## src/rtl/itof_pipe_if.sv

```systemverilog
// rtl/itof_pipe_if.sv - request/result handshake bundle for the int32 -> float converter
interface itof_pipe_if #(
  parameter int TAG_W = 5
) ();
  logic             in_valid;
  logic             in_ready;
  logic [31:0]      s;
  logic [TAG_W-1:0] in_tag;
  logic             out_valid;
  logic             out_ready;
  logic [31:0]      d;
  logic [TAG_W-1:0] out_tag;

  modport master (
    output in_valid, s, in_tag, out_ready,
    input  in_ready, out_valid, d, out_tag
  );

  modport slave (
    input  in_valid, s, in_tag, out_ready,
    output in_ready, out_valid, d, out_tag
  );
endinterface

```

## src/rtl/itof_pipe.sv

```systemverilog
// rtl/itof_pipe.sv - pipelined int32 -> IEEE-754 single converter (fcvt.s.w), RNE rounding
// Operand capture rank, then sign/abs, normalise and round ranks; one global stall for all ranks.
module itof_pipe #(
  parameter int TAG_W = 5
) (
  input  logic     clk,
  input  logic     rst,
  itof_pipe_if.slave io
);

  logic             stall;
  logic             adv;

  logic             v0_q;
  logic [31:0]      s0_q;
  logic [TAG_W-1:0] tag0_q;

  logic             v1_q;
  logic             sgn1_q;
  logic             zero1_q;
  logic [31:0]      mag1_q;
  logic [TAG_W-1:0] tag1_q;
  logic             sgn1_d;
  logic             zero1_d;
  logic [31:0]      mag1_d;

  logic             v2_q;
  logic             sgn2_q;
  logic             zero2_q;
  logic [30:0]      m2_q;
  logic [7:0]       e2_q;
  logic [TAG_W-1:0] tag2_q;
  logic [4:0]       lz2;
  logic [30:0]      m2_d;
  logic [7:0]       e2_d;

  logic             v3_q;
  logic [31:0]      d3_q;
  logic [TAG_W-1:0] tag3_q;
  logic [22:0]      frac3;
  logic             guard3;
  logic             sticky3;
  logic             inc3;
  logic [30:0]      ef3;
  logic [31:0]      d3_d;

  assign stall        = v3_q && !io.out_ready;
  assign adv          = !stall;
  assign io.in_ready  = adv;
  assign io.out_valid = v3_q;
  assign io.d         = d3_q;
  assign io.out_tag   = tag3_q;

  // -2^31 negates to itself, which read as unsigned is exactly the wanted magnitude
  always_comb begin
    sgn1_d  = s0_q[31];
    mag1_d  = s0_q[31] ? (~s0_q + 32'd1) : s0_q;
    zero1_d = (s0_q == 32'd0);
  end

  always_comb begin
    lz2 = 5'd0;
    for (int i = 0; i < 32; i++) begin
      if (mag1_q[i]) begin
        lz2 = 5'(31 - i);
      end
    end
    m2_d = 31'(mag1_q << lz2);
    e2_d = 8'd158 - {3'b000, lz2};
  end

  // Rounding into the packed {e, frac} lets a fraction carry bump the exponent for free
  always_comb begin
    frac3   = m2_q[30:8];
    guard3  = m2_q[7];
    sticky3 = |m2_q[6:0];
    inc3    = guard3 && (sticky3 || frac3[0]);
    ef3     = {e2_q, frac3} + {30'd0, inc3};
    d3_d    = zero2_q ? 32'h0000_0000 : {sgn2_q, ef3};
  end

  always_ff @(posedge clk) begin
    if (rst) begin
      v0_q    <= 1'b0;
      s0_q    <= 32'd0;
      tag0_q  <= '0;
      v1_q    <= 1'b0;
      sgn1_q  <= 1'b0;
      zero1_q <= 1'b0;
      mag1_q  <= 32'd0;
      tag1_q  <= '0;
      v2_q    <= 1'b0;
      sgn2_q  <= 1'b0;
      zero2_q <= 1'b0;
      m2_q    <= 31'd0;
      e2_q    <= 8'd0;
      tag2_q  <= '0;
      v3_q    <= 1'b0;
      d3_q    <= 32'd0;
      tag3_q  <= '0;
    end else if (adv) begin
      v0_q    <= io.in_valid;
      s0_q    <= io.s;
      tag0_q  <= io.in_tag;
      v1_q    <= v0_q;
      sgn1_q  <= sgn1_d;
      zero1_q <= zero1_d;
      mag1_q  <= mag1_d;
      tag1_q  <= tag0_q;
      v2_q    <= v1_q;
      sgn2_q  <= sgn1_q;
      zero2_q <= zero1_q;
      m2_q    <= m2_d;
      e2_q    <= e2_d;
      tag2_q  <= tag1_q;
      v3_q    <= v2_q;
      d3_q    <= d3_d;
      tag3_q  <= tag2_q;
    end
  end

endmodule

```

## src/flat_wrapper.sv

```systemverilog
// flat-port wrapper written by rule: the top's interface ports become plain ports
module itof_pipe_flat 
#(
  parameter int TAG_W = 5
)
  (clk, rst, io_in_valid, io_s, io_in_tag, io_out_ready, io_in_ready, io_out_valid, io_d, io_out_tag);
  itof_pipe_if #(.TAG_W(TAG_W)) io_i ();
  input  logic clk;
  input  logic rst;
  input wire logic [$bits(io_i.in_valid)-1:0] io_in_valid;
  input wire logic [$bits(io_i.s)-1:0] io_s;
  input wire logic [$bits(io_i.in_tag)-1:0] io_in_tag;
  input wire logic [$bits(io_i.out_ready)-1:0] io_out_ready;
  output wire logic [$bits(io_i.in_ready)-1:0] io_in_ready;
  output wire logic [$bits(io_i.out_valid)-1:0] io_out_valid;
  output wire logic [$bits(io_i.d)-1:0] io_d;
  output wire logic [$bits(io_i.out_tag)-1:0] io_out_tag;
  assign io_i.in_valid = io_in_valid;
  assign io_i.s = io_s;
  assign io_i.in_tag = io_in_tag;
  assign io_i.out_ready = io_out_ready;
  assign io_in_ready = io_i.in_ready;
  assign io_out_valid = io_i.out_valid;
  assign io_d = io_i.d;
  assign io_out_tag = io_i.out_tag;
  itof_pipe #(.TAG_W(TAG_W)) u_core (.clk(clk), .rst(rst), .io(io_i));
endmodule
```

## config.mk

```make
export PLATFORM = sky130hd
export DESIGN_NAME = itof_pipe_flat
export DESIGN_NICKNAME = d
export VERILOG_FILES = /design/src/rtl/itof_pipe_if.sv /design/src/rtl/itof_pipe.sv /design/src/flat_wrapper.sv
export SDC_FILE = /design/constraint.sdc
export NUM_CORES = 1
export LEC_CHECK = 0
export ABC_AREA = 1
export CAP_MARGIN = 20
export CORE_MARGIN = 2
export CORE_UTILIZATION = 40
export CTS_CLUSTER_DIAMETER = 30
export CTS_CLUSTER_SIZE = 12
export DETAILED_ROUTE_END_ITERATION = 10
export GPL_TIMING_DRIVEN = 0
export REMOVE_ABC_BUFFERS = 1
export SETUP_SLACK_MARGIN = 0.1
export SYNTH_ARGS = -nofsm -noshare
export SYNTH_HDL_FRONTEND = slang
export SYNTH_SLANG_ARGS = --single-unit
```

## constraint.sdc

```tcl
create_clock -name clk -period 4.2 [get_ports clk]
set_clock_uncertainty 0.15 [all_clocks]
set_input_delay 0.84 -clock clk [delete_from_list [all_inputs] [get_ports clk]]
set_output_delay 0.84 -clock clk [all_outputs]
set_load 0.05 [all_outputs]
```

==> results of run 1 <==
## path summary, 6_finish.rpt
check | endpoint | slack (ns) | cells past startpoint
min | u_core.io.d[16] | 0.31 | 2
min reg2reg | u_core.io.d[16] | 0.31 | 2
max reg2reg | u_core.m2_q[30] | 0.47 | 23
max | u_core.m2_q[30] | 0.47 | 23
## cell families after synthesis
group / count (synthesis) / synth area share (%)
DFF: 163 / 36.7
AOI/OAI and AO/OA: 225 / 14.2
adders and majority gates: 3 / 0.422
and+or+nand+nor: 775 / 38.2
buffers and inverters: 224 / 9.67
xor gates and xnor gates: 8 / 0.788
## power breakdown
part / total [mW] / leakage, nW / switching, mW / internal (mW)
Sequential: 1.90 / 1.35 / 0.164 / 1.74
Combinational: 1.65 / 3.15 / 1.09 / 0.554
Clock: 1.52 / 0.270 / 0.679 / 0.845
## state kept, by name, indices dropped and copies added, names as in the netlist, 5 cells and up
| signal | flops |
|---|---|
| u_core.io.d | 32 |
| u_core.mag1_q | 32 |
| u_core.s0_q | 32 |
| u_core.m2_q | 31 |
| u_core.e2_q | 8 |
| u_core.io.out_tag | 5 |
| u_core.tag0_q | 5 |
| u_core.tag1_q | 5 |
| u_core.tag2_q | 5 |
## metal layers
layer | vias up | wire (um) | global-route usage, %
met1 | 3948 | 11400 | 27.5
li1 | 4661 | - | -
met5 | - | 0 | 0
met4 | 0 | 381 | 6.04
met3 | 23 | 827 | 3.06
met2 | 162 | 10500 | 32.1
## worst max-delay path: cells and delay by family (launching register included)
kind	cells	cell delay, ns
flip-flops	1	0.39
AND/OR/NAND/NOR	18	1.87
buffers and inverters	2	0.43
AO/OA/AOI/OAI	3	0.81
## metrics by stage
stage / hold WS [ns] / cell area, um2
floorplan: 0.285 / 8570
global placement: 0.299 / 9710
detailed placement: 0.304 / 9950
CTS: 0.315 / 10500
global route: 0.334 / 10600
finish: 0.312 / 10600
## layout make-up
cell class	instances	share of cell area, %
Clock buffer	20	4.21
Clock inverter	12	1.14
Inverter	143	5.09
Multi-Input combinational cell	1012	45.6
Sequential cell	163	30.7
Tap cell	280	3.30
Timing Repair Buffer	93	9.90
## timing repair
| action | in CTS | in global routing |
|---|---|---|
| gates cloned | 1 | 0 |
| pin swaps | 1 | 4 |
| buffers inserted | 1 | 1 |
| resized for setup | 2 | 10 |
| endpoints found under the setup margin | 35 | 40 |
## cell usage after synthesis, drive strengths merged (2+ instances only)
cell	instances	area [um2]
nor2	189	752
a21oi	83	419
nand4	13	81.3
or2	4	25.0
a211oi	3	22.5
clkbuf	69	259
o211ai	5	37.5
clkinv	2	7.51
nand3	212	1090
a31oi	4	25.0
nand3b	5	37.5
nand2	318	1200
dfxtp	163	3260
nor4	6	37.5
ha	3	37.5
xor2	7	61.3
a22oi	2	15.0
buf	12	63.8
o21ai	99	495
nor3	28	173
inv	141	529
o221ai	22	193
==> impl_metrics.ini, run 1 <==
[worst_setup_path]
slowest_stage = nand3_1
arrival_ns = 3.94
cp_common_cell = nand3_1
start_kind = flip-flop
slowest_delay_ns = 0.46
cp.required_ns = 4.42
cp_cell_sequence = nor2_1, inv_1, a311oi_1, o311ai_0, nand3_1, nand3_1, nand3_1, nand3_1, nand2_1, nand2_1, nand2_1, nand2_1, nand3_1, nand3_1, nand3_1, buf_16, nand3_1, nand2_1, nand2_1, nand3_1, a21oi_1, nor2_1, nor2_1
crit_fanout = 22
critPathLaunch = u_core.mag1_q[1]
critPathKind = flip-flop to flip-flop
end_kind = flip-flop
rr_startpoint = u_core.mag1_q[1]

[sta]
drv_slew = 0
worstMarginPinSlew_ns = 1.15
maxSlewHeadroom_pct = 23.0
rsz0062_at_grt = true
period_minus_slack_ns = 3.73
setup_viol = 0
max_freq_ghz = 0.268
setup_ws_ns = 0.474
finalSetupTns_ns = 0
final_hold_viol_count = 0
fin_crit_sh_pct = 88.7

[power_and_ir_drop]
p_leak_nw = 4.76
finalPower_mw = 5.07
pwr_density_cell_nw_per_um2 = 478
ir_drop_v = 0.000254

[grt]
grt_usage_pct = 19.9
grt_pass1_vias = 7901
grt_pass1_wl_um = 39100
grt_overflow = 0
antenna_found_initial = 0
grt_max_degree = 60

[logic_synthesis]
synth_cells = 1398
avgSynthCellArea_um2 = 6.36
synth_warnings = 0
ys_types = 40
synth-async-reset-ratio_pct = 0
ys_seq_area_share_pct = 36.7
ys_ff_latch = 163
synth-main-ff-cell = dfxtp_1
synth_edf_count = 0
synth.cell_area_um2 = 8890

[placement]
dpl_worst_slack_ns = -0.322
hpwl_um = 16000
portBuffers = 79
gp_congestion = 0.871
dpl.cell_count = 1687

[clock_tree]
clkTransAtPathRegs_ns = 0.07
cts_buffers = 17
ctsHoldBuffers = 0
clk_path_buf_depth = 2
clock_latency_ns = 0.43
cts_tree = built
root_buffer = clkbuf_16
htree_levels = 4
clock-sinks = 163

[detailed_routing]
viasPerCell = 5.10
wirelength_um = 23100
first_pass_iters = 5
drc = 0
dr.first_iter.drc_count = 718
antenna_left = 0
wire_per_inst_um = 13.4
dr_total_vias = 8794

[layout]
layout_commonest_cell = nand2_1
nets = 1474
post-route-util_pct = 48.7
seq_area_um2 = 3260
diodes = 0
layout-drive-gt1-share_pct = 6.65
layout_common_cells = nand2_1, nand3_1, nor2_1
nFillCells = 2315
multi_input_area_um2 = 4850
syn_to_final_growth_pct = 19.4
stdcell_count = 1723

[job]
drv_cap = 0

[outcome]
status = finished clean

[die]
ios = 80
rows = 54
die-height_um = 153
core_um2 = 21800
die_area_um2 = 23400
die_w_um = 153
start_util_pct = 40.7

[hold_path]
min-delay-start = u_core.io.d[16]
worstHoldPathType = flip-flop to flip-flop
Power figures use the tool's default switching activity.
==> run 2: changes to the inputs <==
--- a/config.mk
+++ b/config.mk
@@ -7,12 +7,15 @@
 export LEC_CHECK = 0
 export ABC_AREA = 1
 export CAP_MARGIN = 20
+export CELL_PAD_IN_SITES_DETAIL_PLACEMENT = 0
+export CELL_PAD_IN_SITES_GLOBAL_PLACEMENT = 1
 export CORE_MARGIN = 2
 export CORE_UTILIZATION = 40
 export CTS_CLUSTER_DIAMETER = 30
 export CTS_CLUSTER_SIZE = 12
 export DETAILED_ROUTE_END_ITERATION = 10
 export GPL_TIMING_DRIVEN = 0
+export PLACE_DENSITY_LB_ADDON = 0.1
 export REMOVE_ABC_BUFFERS = 1
 export SETUP_SLACK_MARGIN = 0.1
 export SYNTH_ARGS = -nofsm -noshare
==> run 2 against run 1 <==
Worst hold slack hardly changed. Final area is 0.28% higher. Sequential power hardly changed. Sequential share of layout area is 0.087 points lower. First-iteration DRC count is 31% lower. Global-route usage is 0.060 points lower. Sequential cell count stayed put. Clock power is 3% higher. Setup slack worse by 0.23 ns. Largest power group unchanged.
==> impl_metrics.ini, run 2 (same netlist as run 1, synthesis figures left out) <==
[layout]
nets = 1476
stdcell_count = 1724
layout_commonest_cell = nand2_1
post-route-util_pct = 48.8
diodes = 0
layout_common_cells = nand2_1, nand3_1, nor2_1
fin_area_um2 = 10600
layout-drive-gt1-share_pct = 6.93
syn_to_final_growth_pct = 19.8
nFillCells = 2375

[sta]
setup_ws_ns = 0.244
max_freq_ghz = 0.253
worstMarginPinSlew_ns = 1.15
rsz0062_at_grt = true
period_minus_slack_ns = 3.96
final_hold_viol_count = 0
fin_crit_sh_pct = 94.2
setup_viol = 0
drv_slew = 0
maxSlewHeadroom_pct = 23.1

[detailed_routing]
viasPerCell = 5.10
topRoutingLayerUsed = met4
wl_met3_um = 830
wl_met1_um = 11200
wire_per_inst_um = 13.4
wirelength_um = 23200
dr.first_iter.drc_count = 497
first_pass_iters = 5
dr_total_vias = 8787
drc = 0
antenna_left = 0
dr_wl_met2_um = 10800

[die]
ios = 80
core_um2 = 21800
rows = 54
die_area_um2 = 23400
die_w_um = 153
start_util_pct = 40.7
die-height_um = 153

[clock_tree]
htree_levels = 4
cts_buffers = 17
clk_path_buf_depth = 2
cts_tree = built
clock_latency_ns = 0.43
clkTransAtPathRegs_ns = 0.06
root_buffer = clkbuf_16
clock-sinks = 163

[power_and_ir_drop]
p_leak_nw = 4.76
ir_drop_v = 0.000255
pwr_density_cell_nw_per_um2 = 478

[placement]
place_area_um2 = 9960
gp_congestion = 0.837
hpwl_um = 16000
portBuffers = 79
dpl.cell_count = 1688
dpl_worst_slack_ns = -0.385

[grt]
grt_usage_pct = 19.9
antenna_found_initial = 0
grt_pass1_vias = 7967
grt_max_degree = 89
grt_overflow = 0
grt_pass1_wl_um = 39300

[job]
drv_cap = 0

[worst_setup_path]
start_kind = input pin
crit_fanout = 47
critPathKind = input pin to output pin
end_kind = output pin
cp.required_ns = 3.21
arrival_ns = 2.97

[outcome]
status = finished clean

[hold_path]
worstHoldPathType = flip-flop to flip-flop
==> run 2: changes by cell type in the layout (fill, tap and decap cells not counted), moves of 2 or more <==
cell	before	now
clkinvlp_4	3	5
inv_6	4	2
buf_12	6	4
buf_8	3	5
==> run 2: per-stage QoR <==
| step | power, mW | hold slack, ns | setup TNS, ns |
|---|---|---|---|
| 2_1_floorplan | 2.99 | 0.285 | -675.52 |
| 3_3_place_gp | 3.47 | 0.300 | -1630.26 |
| 5_1_grt | 5.44 | 0.329 | 0 |
| 3_5_place_dp | 3.51 | 0.304 | -6.00 |
| 4_1_cts | 5.11 | 0.315 | 0 |
| 6_report | 5.09 | 0.312 | 0 |
==> run 2: final cells by class <==
cell class,instances,area [um2],share of cell area [%]
clock buffer,18,429,4.03
timing repair inverter,1,7.51,0.0705
timing repair buffer,93,1040,9.75
clock inverter,13,154,1.45
tap,280,350,3.29
sequential,163,3260,30.6
inverter,143,544,5.11
multi-input combinational,1013,4860,45.7
==> run 2: final timing paths <==
check,cells past startpoint,to,slack [ns],from
max,5,io_in_ready,0.24,io_out_ready
min reg2reg,2,u_core.io.d[7],0.31,u_core.io.d[7]
min,2,u_core.io.d[7],0.31,u_core.io.d[7]
max reg2reg,39,u_core.m2_q[30],0.60,u_core.mag1_q[1]
==> run 2: critical path, cell delays in order <==
cell	delay [ns]
clkdlybuf4s50_1	0.54
nor2_4	0.43
buf_12	0.26
inv_4	0.15
clkdlybuf4s50_1	0.73
==> run 2: metal layers <==
layer / vias to the layer above / global-route usage (%)
met5: - / 0
met4: 0 / 5.51
met3: 24 / 2.67
met2: 162 / 32.6
met1: 3926 / 27.4
li1: 4675 / -
==> run 2: power breakdown <==
group | switching (mW) | leakage (nW) | internal (mW) | total (mW)
sequential | 0.157 | 1.35 | 1.74 | 1.89
combinational | 1.08 | 3.14 | 0.553 | 1.63
clock | 0.684 | 0.277 | 0.886 | 1.57
total | 1.92 | 4.76 | 3.17 | 5.09
==> run 2: what timing repair did <==
item                                    4_1_cts  5_1_grt
hold buffers                                  0        0
cloned                                        0        3
pin swaps                                     0        5
setup buffers                                 0        2
resized for setup                             2       12
endpoints found under the setup margin       34       37
==> run 3: changes to the inputs <==
--- a/config.mk
+++ b/config.mk
@@ -16,6 +16,7 @@
 export DETAILED_ROUTE_END_ITERATION = 10
 export GPL_TIMING_DRIVEN = 0
 export PLACE_DENSITY_LB_ADDON = 0.1
+export RECOVER_POWER = 50
 export REMOVE_ABC_BUFFERS = 1
 export SETUP_SLACK_MARGIN = 0.1
 export SYNTH_ARGS = -nofsm -noshare
==> run 3 against run 2 <==
The flow now finishes with violations (capacitance limit, slew limit). Setup slack worse by 0.068 ns. Combinational power about the same. Sequential cell count unchanged. Routed wire length up 0.17%. Clock-buffer cell count unchanged. Final cell count unchanged. Sequential share of layout area up 0.10 points. Global-route usage unchanged. Clock power about the same. Final area down 0.34%. Critical endpoint unchanged.
==> impl_metrics.ini, run 3 (same netlist as run 1, synthesis figures left out) <==
[grt]
grt_pass1_vias = 7967
grt_max_degree = 89
grt_pass1_wl_um = 39300
antenna_found_initial = 0
grt_overflow = 0
grt_usage_pct = 19.9

[outcome]
status = complete, but fails checks
failed_checks = capacitance limit, slew limit

[layout]
nets = 1476
syn_to_final_growth_pct = 19.4
diodes = 0
layout_common_cells = nand2_1, nand3_1, nor2_1
layout-drive-gt1-share_pct = 6.79
stdcell_count = 1724
post-route-util_pct = 48.6
layout_commonest_cell = nand2_1

[power_and_ir_drop]
p_leak_nw = 4.86
pwr_density_cell_nw_per_um2 = 478
p_seq_share_pct = 37.2
ir_drop_v = 0.000255
power_report.internal_total_mw = 3.16
p_comb_share_pct = 31.8
power.switching_mw = 1.92
swShare_pct = 37.8
clkPwrFrac_pct = 30.9

[detailed_routing]
dr_total_vias = 8722
first_pass_iters = 4
dr.first_iter.drc_count = 480
wirelength_um = 23200
wire_per_inst_um = 13.5
antenna_left = 0
drc = 0
viasPerCell = 5.06

[clock_tree]
root_buffer = clkbuf_16
clk_path_buf_depth = 2
cts_tree = built
ctsHoldBuffers = 0
cts_buffers = 17
htree_levels = 4
clock-sinks = 163
clkTransAtPathRegs_ns = 0.06
clock_latency_ns = 0.43

[worst_setup_path]
slowest_stage = clkdlybuf4s50_1
cp_cell_sequence = dlygate4sd3_1, nor2_4, buf_12, inv_4, clkdlybuf4s50_1
start_kind = input pin
slowest_delay_ns = 0.73
cp.required_ns = 3.21
critPathTopFamily = buffers and inverters
arrival_ns = 3.03
worst-path-buf-inv = 4
crit_fanout = 47
end_kind = output pin
critPathKind = input pin to output pin

[die]
die_area_um2 = 23400
start_util_pct = 40.7
ios = 80
core_um2 = 21800
rows = 54
die_w_um = 153
die-height_um = 153

[placement]
dpl.cell_count = 1688
portBuffers = 79
hpwl_um = 16000
gp_congestion = 0.837

[sta]
rsz0062_at_grt = true
setup_viol = 0
drv_slew = 89
fin_crit_sh_pct = 95.8
period_minus_slack_ns = 4.02
max_freq_ghz = 0.249
maxSlewHeadroom_pct = -3.34
worstMarginPinSlew_ns = 1.55
final_hold_viol_count = 0

[job]
drv_cap = 1

[hold_path]
worstHoldPathType = flip-flop to flip-flop
-- run 3: cell count changes in the layout (fill, tap and decap cells not counted) --
cell             previous run  this run
clkdlybuf4s50_1            78        39
dlygate4sd3_1               0        39
buf_16                      3         2
buf_2                       1         2
buf_8                       5         4
clkbuf_1                    1         2
nor2_1                    172       173
nor2_2                     14        13
-- run 3: per-stage QoR --
step	power, mW	worst slack (ns)	hold slack, ns	TNS (ns)	area (um2)
3_3_place_gp	3.47	-13.10	0.300	-1630.26	9710
4_1_cts	5.11	0.132	0.315	0	10600
6_report	5.08	0.177	0.308	0	10600
5_1_grt	5.42	0.0559	0.329	0	10600
3_5_place_dp	3.51	-0.385	0.304	-6.00	9960
2_1_floorplan	2.99	-5.56	0.285	-675.52	8570
-- run 3: power by group through the flow --
stage               Sequential [mW]  Clock (mW)  Combinational [mW]
global placement               1.92           0                1.55
global route                   1.92        1.68                1.82
finish                         1.89        1.57                1.62
CTS                            1.89        1.62                1.60
floorplan                      2.04           0               0.954
detailed placement             1.93           0                1.59
-- run 3: cell type report --
| class | count | area [um2] |
|---|---|---|
| clock buffers | 18 | 429 |
| clock inverters | 13 | 154 |
| fillers | 2379 | 11200 |
| inverters | 143 | 544 |
| multi-input cells | 1013 | 4860 |
| flip-flops and latches | 163 | 3260 |
| well taps | 280 | 350 |
| repair buffers | 93 | 1000 |
| repair inverters | 1 | 7.51 |
-- run 3: what timing repair did --
action                                 4_1_cts  5_1_grt
buffers inserted                             0        2
pin swaps                                    0        5
endpoints found under the hold margin        0        0
setup endpoints to repair                   34       37
resized for setup                            2       12
gates cloned                                 0        3
-- run 3: worst paths after layout --
check | end | cells after the start | from | slack [ns]
max | io_in_ready | 5 | io_out_ready | 0.18
min | u_core.io.d[6] | 2 | u_core.io.d[6] | 0.31
max reg2reg | u_core.m2_q[30] | 16 | u_core.mag1_q[1] | 0.59
min reg2reg | u_core.io.d[6] | 2 | u_core.io.d[6] | 0.31
-- run 3: routing by layer --
layer  wire, um  track usage [%]  up-vias
li1           -                -     4673
met1      11500             27.4     3895
met2      10800             32.6      130
met3        607             2.67       24
met4        335             5.51        0
met5          0                0        -
-- run 3: worst min-delay path, stage by stage, from the launching register on --
cell and delay [ns]:
dfxtp_1 0.30, nand2_1 0.06, a21oi_1 0.05
